$ cat src/rtl/lc3_trace_capture.sv
// lc3_trace_capture
//
// Per-instruction trace recorder for the lc3 core. It watches the core's debug
// ports and turns each retired instruction into one record:
// PC, IR, register write (flag, data) and memory write (flag, address, data).
// Records are queued in a FIFO and streamed out as seven 16-bit words in
// PennSim trace field order:
// PC, IR, reg-write flag, reg data, mem-write flag, mem addr, mem data.
//
// Ports
//   clk, reset_n           clock, asynchronous active-low reset
//   capture_en             enables record generation at fetch entry
//   debug*                 core state / PC / IR / bus / strobes / MAR / MDR
//   trace_valid/ready      word handshake; trace_data is the current word
//   trace_last             high on the seventh (last) word of a record
//   record_count           records pushed (wraps)
//   overflow_count         records dropped on a full FIFO (saturates)
//   halted                 sticky, the halt IR has been seen
module lc3_trace_capture #(
  parameter int          DEPTH       = 16,
  parameter logic [5:0]  FETCH_STATE = 6'd18,
  parameter logic [15:0] HALT_IR     = 16'hFFFF
) (
  input  logic        clk,
  input  logic        reset_n,
  input  logic        capture_en,
  input  logic [5:0]  debugCurrentState,
  input  logic [15:0] debugPC,
  input  logic [15:0] debugInstruction,
  input  logic [15:0] debugDatabus,
  input  logic        debugLDREG,
  input  logic        debugRW,
  input  logic [15:0] debugMARRead,
  input  logic [15:0] debugMDRRead,
  output logic        trace_valid,
  output logic [15:0] trace_data,
  output logic        trace_last,
  input  logic        trace_ready,
  output logic [15:0] record_count,
  output logic [15:0] overflow_count,
  output logic        halted
);

  localparam int         AW        = (DEPTH > 1) ? $clog2(DEPTH) : 1;
  // Record layout: pc, ir, rw_f, rw_d, mw_f, mw_a, mw_d (82 bits of payload).
  localparam int         REC_W     = 82;
  localparam logic [2:0] LAST_WORD = 3'd6;

  logic [5:0]  state_q;
  logic [15:0] pc_acc;
  logic [15:0] rw_d;
  logic [15:0] mw_a;
  logic [15:0] mw_d;
  logic        rw_f;
  logic        mw_f;
  logic        have_pc;

  logic        fetch_entry;
  logic        push_req;
  logic        push_ok;
  logic        pop;
  logic        full;
  logic        empty;
  logic [AW:0] wr_ptr;
  logic [AW:0] rd_ptr;
  logic [2:0]  word_idx;

  logic [REC_W-1:0] mem [DEPTH];
  logic [REC_W-1:0] rec_in;
  logic [REC_W-1:0] head;

  // Fetch entry is the rising edge into the FETCH state.
  assign fetch_entry = (debugCurrentState == FETCH_STATE) && (state_q != FETCH_STATE)
                       && capture_en && !halted;

  // The IR still holds the instruction that just completed, so the record is
  // formed from it plus the accumulators collected since the previous fetch.
  assign push_req = fetch_entry && have_pc && (debugInstruction != 16'h0000)
                    && (debugInstruction != HALT_IR);

  assign rec_in = {pc_acc, debugInstruction, rw_f, rw_d, mw_f, mw_a, mw_d};

  assign empty = (wr_ptr == rd_ptr);
  assign full  = (wr_ptr[AW] != rd_ptr[AW]) && (wr_ptr[AW-1:0] == rd_ptr[AW-1:0]);
  assign pop   = trace_valid && trace_ready && (word_idx == LAST_WORD);
  // A push into a full FIFO still lands if the head is leaving on this edge.
  assign push_ok = push_req && (!full || pop);

  // Core activity tracking and accumulators.
  always_ff @(posedge clk or negedge reset_n) begin
    if (!reset_n) begin
      state_q <= 6'h00;
      pc_acc  <= 16'h0000;
      rw_f    <= 1'b0;
      rw_d    <= 16'h0000;
      mw_f    <= 1'b0;
      mw_a    <= 16'h0000;
      mw_d    <= 16'h0000;
      have_pc <= 1'b0;
      halted  <= 1'b0;
    end else begin
      state_q <= debugCurrentState;
      if (fetch_entry) begin
        pc_acc  <= debugPC;
        have_pc <= 1'b1;
        // Strobes seen in this cycle already belong to the new instruction.
        rw_f    <= debugLDREG;
        rw_d    <= debugLDREG ? debugDatabus : 16'h0000;
        mw_f    <= debugRW;
        mw_a    <= debugRW ? debugMARRead : 16'h0000;
        mw_d    <= debugRW ? debugMDRRead : 16'h0000;
        if (debugInstruction == HALT_IR) begin
          halted <= 1'b1;
        end
      end else begin
        if (debugLDREG) begin
          rw_f <= 1'b1;
          rw_d <= debugDatabus;
        end
        if (debugRW) begin
          mw_f <= 1'b1;
          mw_a <= debugMARRead;
          mw_d <= debugMDRRead;
        end
      end
    end
  end

  // Record storage; contents need no reset since the pointers define validity.
  always_ff @(posedge clk) begin
    if (push_ok) begin
      mem[wr_ptr[AW-1:0]] <= rec_in;
    end
  end

  assign head = mem[rd_ptr[AW-1:0]];

  // Pointers, word index and counters.
  always_ff @(posedge clk or negedge reset_n) begin
    if (!reset_n) begin
      wr_ptr         <= '0;
      rd_ptr         <= '0;
      word_idx       <= 3'd0;
      record_count   <= 16'h0000;
      overflow_count <= 16'h0000;
    end else begin
      if (push_ok) begin
        wr_ptr       <= wr_ptr + {{AW{1'b0}}, 1'b1};
        record_count <= record_count + 16'd1;
      end else if (push_req && (overflow_count != 16'hFFFF)) begin
        overflow_count <= overflow_count + 16'd1;
      end
      if (trace_valid && trace_ready) begin
        if (word_idx == LAST_WORD) begin
          word_idx <= 3'd0;
          rd_ptr   <= rd_ptr + {{AW{1'b0}}, 1'b1};
        end else begin
          word_idx <= word_idx + 3'd1;
        end
      end
    end
  end

  assign trace_valid = !empty;
  assign trace_last  = !empty && (word_idx == LAST_WORD);

  // Word select from the FIFO head; forced to zero when there is nothing to send.
  always_comb begin
    trace_data = 16'h0000;
    if (!empty) begin
      case (word_idx)
        3'd0:    trace_data = head[81:66];
        3'd1:    trace_data = head[65:50];
        3'd2:    trace_data = {15'b0, head[49]};
        3'd3:    trace_data = head[48:33];
        3'd4:    trace_data = {15'b0, head[32]};
        3'd5:    trace_data = head[31:16];
        3'd6:    trace_data = head[15:0];
        default: trace_data = 16'h0000;
      endcase
    end
  end

endmodule

$ cat config.mk
export PLATFORM = sky130hd
export DESIGN_NAME = lc3_trace_capture
export DESIGN_NICKNAME = d
export VERILOG_FILES = /design/src/rtl/lc3_trace_capture.sv
export SDC_FILE = /design/constraint.sdc
export NUM_CORES = 2
export LEC_CHECK = 0
export CORE_MARGIN = 2
export CORE_UTILIZATION = 53
export DETAILED_ROUTE_END_ITERATION = 12
export PLACE_DENSITY = 0.72
export SYNTH_ARGS = -nofsm -noshare
export SYNTH_HDL_FRONTEND = slang
export SYNTH_SLANG_ARGS = --single-unit
$ cat constraint.sdc
create_clock -name clk -period 19.2 [get_ports clk]
set_input_delay 2.88 -clock clk [delete_from_list [all_inputs] [get_ports clk]]
set_output_delay 2.88 -clock clk [all_outputs]
set_load 0.005 [all_outputs]
## Word-level counts from Yosys, hierarchy flattened

Memories as Yosys holds them, arrays and structs flattened.
Cells that the tools add are included.

| word-level totals | value |
|---|---|
| bits in registers | 119 |
| bits in latches | 0 |
| memory bits (writable) | 1312 |
| ROM bits | 0 |
| input port bits | 92 |
| output and inout bits | 51 |
| word-level logic and storage cells | 76 |
| memories | 1 |

| cells by class | value |
|---|---|
| add/subtract/negate cells | 5 |
| $mul | 0 |
| div/mod/pow operators | 0 |
| $lt $le $gt $ge | 0 |
| equal/unequal tests | 14 |
| shift-type cells | 0 |
| mux-type cells | 18 |
| bitwise logic cells | 1 |
| reduce and logical (&&, ||, !) cells | 23 |

Memory list:

| memory | words | bits a word | read ports | clocked after Yosys merged registers in | write ports | RTL line | source |
|---|---|---|---|---|---|---|---|
| mem | 16 | 82 | 1 | 0 | 1 | 68 | `logic [REC_W-1:0] mem [DEPTH];` |

Operators by type and width:

| kind | count |
|---|---|
| $mux W16 | 10 |
| $pmux W16 S7 | 1 |
| $add A16 B1 Y16 const B | 2 |
| $ne A16 B16 Y1 const B | 2 |
| $eq A16 B16 Y1 const B | 1 |
| $reduce_bool A16 Y1 | 1 |
| $logic_and A1 B1 Y1 | 12 |
| $add A5 B1 Y5 const B | 2 |
| $eq A3 B3 Y1 const B | 3 |
| $eq A3 B2 Y1 const B | 2 |
| $eq A6 B5 Y1 const B | 1 |
| $mux W1 | 6 |
| $ne A6 B5 Y1 const B | 1 |
| $reduce_and A2 Y1 | 3 |
| $eq A5 B5 Y1 | 1 |
| $eq A4 B4 Y1 | 1 |
| $reduce_bool A2 Y1 | 2 |
| $add A3 B1 Y3 const B | 1 |
| $eq A3 B1 Y1 const B | 1 |
| $logic_not A1 Y1 | 3 |
| $logic_not A3 Y1 | 1 |
| $mux W3 | 1 |
| $logic_or A1 B1 Y1 | 1 |
| $ne A1 B1 Y1 | 1 |
| $not A1 Y1 | 1 |

## Depth between registers and ports, before layout

| logic depth | value |
|---|---|
| depth after elaboration | 10 |
| mapped depth | 11 |
| mapped depth without buffers | 9 |

## Worst setup path before layout

Ideal clock, no wire load.

| timing path | value |
|---|---|
| path type | in2reg |
| from | in debugCurrentState[3] |
| to | mem mem[3][0] (enable) |
| library setup time | 0.623 ns |
| arrival | 9.783 ns |
| data required time | 18.577 ns |
| setup slack | 8.794 ns |
| stages | 7 |
| path buffers | 1 |
| cell sequence | nor4b_2 > o211ai_2 > nor4b_1 > nor2b_1 > buf_2 > nand2_1 > nor3_1 |

| between the ends | value |
|---|---|
| cells in the longest elaborated chain, start to end | 10 |

Ends and longest elaborated chain:

| element | RTL line | source |
|---|---|---|
| start, declared | 27 | `input logic [5:0] debugCurrentState,` |
| $eq A6 B5 Y1 | 73 | `assign fetch_entry = (debugCurrentState == FETCH_STATE) && (state_q != FETCH_STATE)` |
| $logic_and A1 B1 Y1 | 73 |  |
| $logic_and A1 B1 Y1 (2 in a row) | 74 | `&& capture_en && !halted;` |
| $logic_and A1 B1 Y1 (2 in a row) | 78 | `assign push_req = fetch_entry && have_pc && (debugInstruction != 16'h0000)` |
| $logic_and A1 B1 Y1 | 79 | `&& (debugInstruction != HALT_IR);` |
| $logic_and A1 B1 Y1 | 87 | `assign push_ok = push_req && (!full \|\| pop);` |
| $mux W1 | 131 | `if (push_ok) begin` |
| $mux W1 (not written as such) | 132 | `mem[wr_ptr[AW-1:0]] <= rec_in;` |
| end, declared | 68 |  |

Every way passes these cells.

## Final worst setup path

| timing path | value |
|---|---|
| from | reg rd_ptr[1] |
| to | out trace_data[5] |

| between the ends | value |
|---|---|
| cells in the longest elaborated chain, start to end | 3 |
| elaborated cells on any way between the ends | 4 |
| those cells by class | eq/ne: 1; mux: 2; memory: 1 |

Ends and longest elaborated chain:

| element | RTL line | source |
|---|---|---|
| start, declared | 65 | `logic [AW:0] rd_ptr;` |
| start signal, assigned | 156 | `rd_ptr <= rd_ptr + {{AW{1'b0}}, 1'b1};` |
| $mem_v2 Z16 W82 | -- |  |
| $pmux W16 S7 | 171 | `case (word_idx)` |
| $mux W16 * | 170 | `if (!empty) begin` |
| end, declared | 36 | `output logic [15:0] trace_data,` |

Every way passes the cells marked *; elsewhere a longest branch is shown, timed or not.

==> flow_metrics.py <==
metrics = {
    "yosys": {
        "syn_nets": 2964,
        "synth_warnings": 0,
        "yosys.cell_types.count": 56,
        "synth_edf_count": 1312,
        "synth_area_um2": 55400,
        "synthFlopType": "edfxtp_1",
        "syn_area_per_cell_um2": 19.3,
        "synthCells": 2864,
        "postSynth.asyncResetShare_pct": 8.32,
        "synth_seq_area_share_pct": 76.5,
        "synth-seq-cells": 1431,
    },
    "critical_path": {
        "crit_path_end_kind": "output port",
        "critical_path_class": "reg -> out",
        "crit_required_ns": 16.32,
        "start_kind": "flop",
        "r2r_setup_slack_ns": 13.27,
        "r2r_start": "rd_ptr[2]",
        "reg2reg_to": "mem[8][80]",
        "worstPathArrival_ns": 5.91,
        "r2r_cells": 11,
        "crit_fanout": 142,
    },
    "floorplanning": {
        "core_um2": 103000,
        "initial_core_util_pct": 53.5,
        "rows": 118,
        "ioPinCount": 143,
        "die_area_um2": 107000,
        "chipHeight_um": 327,
        "die_x_um": 327,
    },
    "finish": {
        "regArea_um2": 42400,
        "drive_gt1_share_pct": 16.2,
        "multiInputGateArea_um2": 12300,
        "fillCellCount": 7052,
        "layout.nets": 3157,
        "synthToLayoutAreaGrowth_pct": 14.0,
        "stdcell_count": 4554,
        "postLayoutCellArea_um2": 63100,
    },
    "sta": {
        "setup_tns_ns": 0,
        "fin_skew_ns": 0.0278,
        "report.final.slew_viol_count": 0,
        "slew_headroom_pct": 13.8,
        "tightestPinTransition_ns": 1.29,
        "rsz0062_at_grt": "false",
        "hold-worst-slack_ns": 0.486,
        "hold_viol": 0,
        "post-route-period-util_pct": 45.8,
        "fin_crit_ns": 8.79,
        "fmax_mhz": 114,
        "finalSetupViolCount": 0,
    },
    "cts": {
        "path_clk_slew_ns": 0.07,
        "insertion_delay_ns": 0.76,
        "cts_buffer_depth": 3,
        "clock_sinks": 1431,
        "htree_num_levels": 4,
        "ctsRootBufferMaster": "clkbuf_16",
        "tritoncts": "built",
        "numCtsBuffers": 143,
        "cts_resized": 0,
        "cts_setup_buffers": 0,
        "ctsHoldBuffers": 0,
    },
    "power": {
        "switching_share_pct": 27.8,
        "p_switching_uw": 2250,
        "p_comb_share_pct": 21.3,
        "ir_worst_vdd_v": 0.0000878,
        "p_int_uw": 5850,
        "pwr-share-seq_pct": 44.5,
        "pwr-share-clk_pct": 34.2,
        "power_per_cell_area_nw_per_um2": 128,
        "p_leak_uw": 0.0207,
    },
    "route": {
        "viasPerCell": 6.27,
        "ant_nets": 0,
        "remaining_drc_errors": 0,
        "vias": 28500,
        "drt_iter0_drc": 3835,
        "wl_mm": 135,
        "dr.pass1.iters": 6,
        "avgRoutedWirePerCell_um": 29.6,
    },
    "placed_design": {
        "port_buffers": 142,
        "post-place-cells": 4292,
        "dp_hpwl_mm": 74.9,
        "dpl_cell_area_um2": 58400,
        "gp_congestion": 0.822,
    },
    "hold_path": {
        "min_from": "record_count[15]",
        "hp-class": "reg -> reg",
        "hold_depth": 1,
        "worstHoldEndpoint": "record_count[15]",
    },
    "grt": {
        "grt_max_degree": 143,
        "overflow": 0,
        "antenna_found_initial": 4,
        "grt_first_pass_wirelength_mm": 198,
        "first_global_vias": 29300,
        "track_usage_pct": 25.5,
    },
    "run_status": {
        "status": "complete, no violations",
    },
    "run": {
        "timing.max_cap.violations": 0,
    },
}
[placed cells by master (no fill, tap or decap), drive strengths merged, types with 25 or more instances in the layout]
cell type      instances
a21oi                 52
a22oi                 96
buf                   64
clkbuf               184
clkdlybuf4s50        140
clkinv                51
dfrtp                119
edfxtp              1312
mux2i                339
mux4                 188
nand2                144
nand3                 42
nand4                 25
nor2                  52
o21ai                 64
o22ai                 35
xnor2                 28
[state kept, by name (all words and copies together), names as in the netlist]
signal and cells:
state_q 6, have_pc 1, pc_acc 16, mw_d 16
rw_f 1, rd_ptr 5, record_count 16, mw_f 1
rw_d 16, mw_a 16, word_idx 3, mem 1312
overflow_count 16, wr_ptr 5, halted 1
[cells by family (layout without fill, tap and decap cells)]
logic type / count (synthesis) / after routing / share of synthesized area [%]
flip-flops: 1431 / 1431 / 76.5
multiplexers: 549 / 549 / 14.2
AND/OR/NAND/NOR: 351 / 351 / 3.09
AO/OA/AOI/OAI: 317 / 317 / 3.80
buffers and inverters: 164 / 472 / 1.46
XOR/XNOR: 44 / 44 / 0.696
adder cells (fa/ha/maj): 8 / 8 / 0.181
other: 0 / 2 / 0
[final cells by class]
type	instances	area share (%)
diodes	2	0.00793
clock buffers	184	6.12
clock inverters	76	1.30
inverters	8	0.0516
multi-input cells	1269	19.6
flip-flops and latches	1431	67.2
well taps	1380	2.74
repair buffers	204	3.02
[per-stage QoR]
| stage | setup slack [ns] | power [uW] | utilization, % |
|---|---|---|---|
| after floorplan | 8.79 | 4790 | - |
| after global placement | 11.58 | 5360 | 56.4 |
| after detailed placement | 11.48 | 5380 | 56.4 |
| after CTS | 10.54 | 8140 | 61.0 |
| after global routing | 10.17 | 8360 | 61.0 |
| final | 10.41 | 8100 | 61.0 |
[per-layer routing]
layer	up-vias	track usage [%]	share of wire (%)	wire length [um]
met5	-	0	0.012	16
met4	2	8.52	3.1	4160
met3	242	4.94	9.1	12300
met2	1455	41.5	49	66100
met1	14800	34.9	39	52400
li1	12000	-	-	-
[critical path, stage by stage (launching register included)]
cell and delay, ns:
dfrtp_4 0.81, buf_12 0.60, buf_12 0.82, mux2i_1 0.19, a221oi_1 0.37, o21ai_0 0.33, and4b_1 0.30, a21oi_1 0.52
clkdlybuf4s50_1 0.65
[worst max-delay path by stage]
stage / from / end / slack [ns] / depth (start not counted)
final: rd_ptr[1] / trace_data[5] / 10.41 / 8
after global routing: rd_ptr[1] / trace_data[5] / 10.17 / 8
after CTS: rd_ptr[1] / trace_data[5] / 10.54 / 8
after detailed placement: rd_ptr[1] / trace_data[5] / 11.48 / 8
after global placement: rd_ptr[1] / trace_data[5] / 11.58 / 8
after floorplan: debugCurrentState[3] / mem[3][0] / 8.79 / 7
[cell usage after synthesis (5+ instances only)]
master	count	area, um2
a2111oi_0	6	52.6
a211oi_1	15	113
a21oi_1	52	260
a221oi_1	21	184
a22o_1	8	70.1
a22oi_1	96	721
and2_1	5	31.3
and3_1	16	100
and4_1	5	43.8
buf_2	59	295
buf_4	26	195
clkbuf_1	65	244
dfrtp_1	119	2980
edfxtp_1	1312	39400
ha_1	8	100
inv_1	8	30.0
mux2_2	22	248
mux2i_1	339	3390
mux4_2	188	4230
nand2_1	144	541
nand2b_1	8	50.1
nand3_1	42	210
nand4_1	25	156
nor2_1	52	195
nor2b_1	8	50.1
nor3_1	18	90.1
nor4_1	8	50.1
o21ai_0	63	315
o221ai_1	9	78.8
o22ai_1	35	219
xnor2_1	28	245
xor2_1	16	140
[power groups by stage]
stage                     combinational, uW  sequential, uW  clock (uW)
after floorplan                        1230            3560           0
after global placement                 1700            3660           0
after detailed placement               1720            3670           0
after CTS                              1730            3600        2810
after global routing                   1820            3610        2920
final                                  1730            3600        2770
No activity file was read; power rests on OpenSTA's default activity.
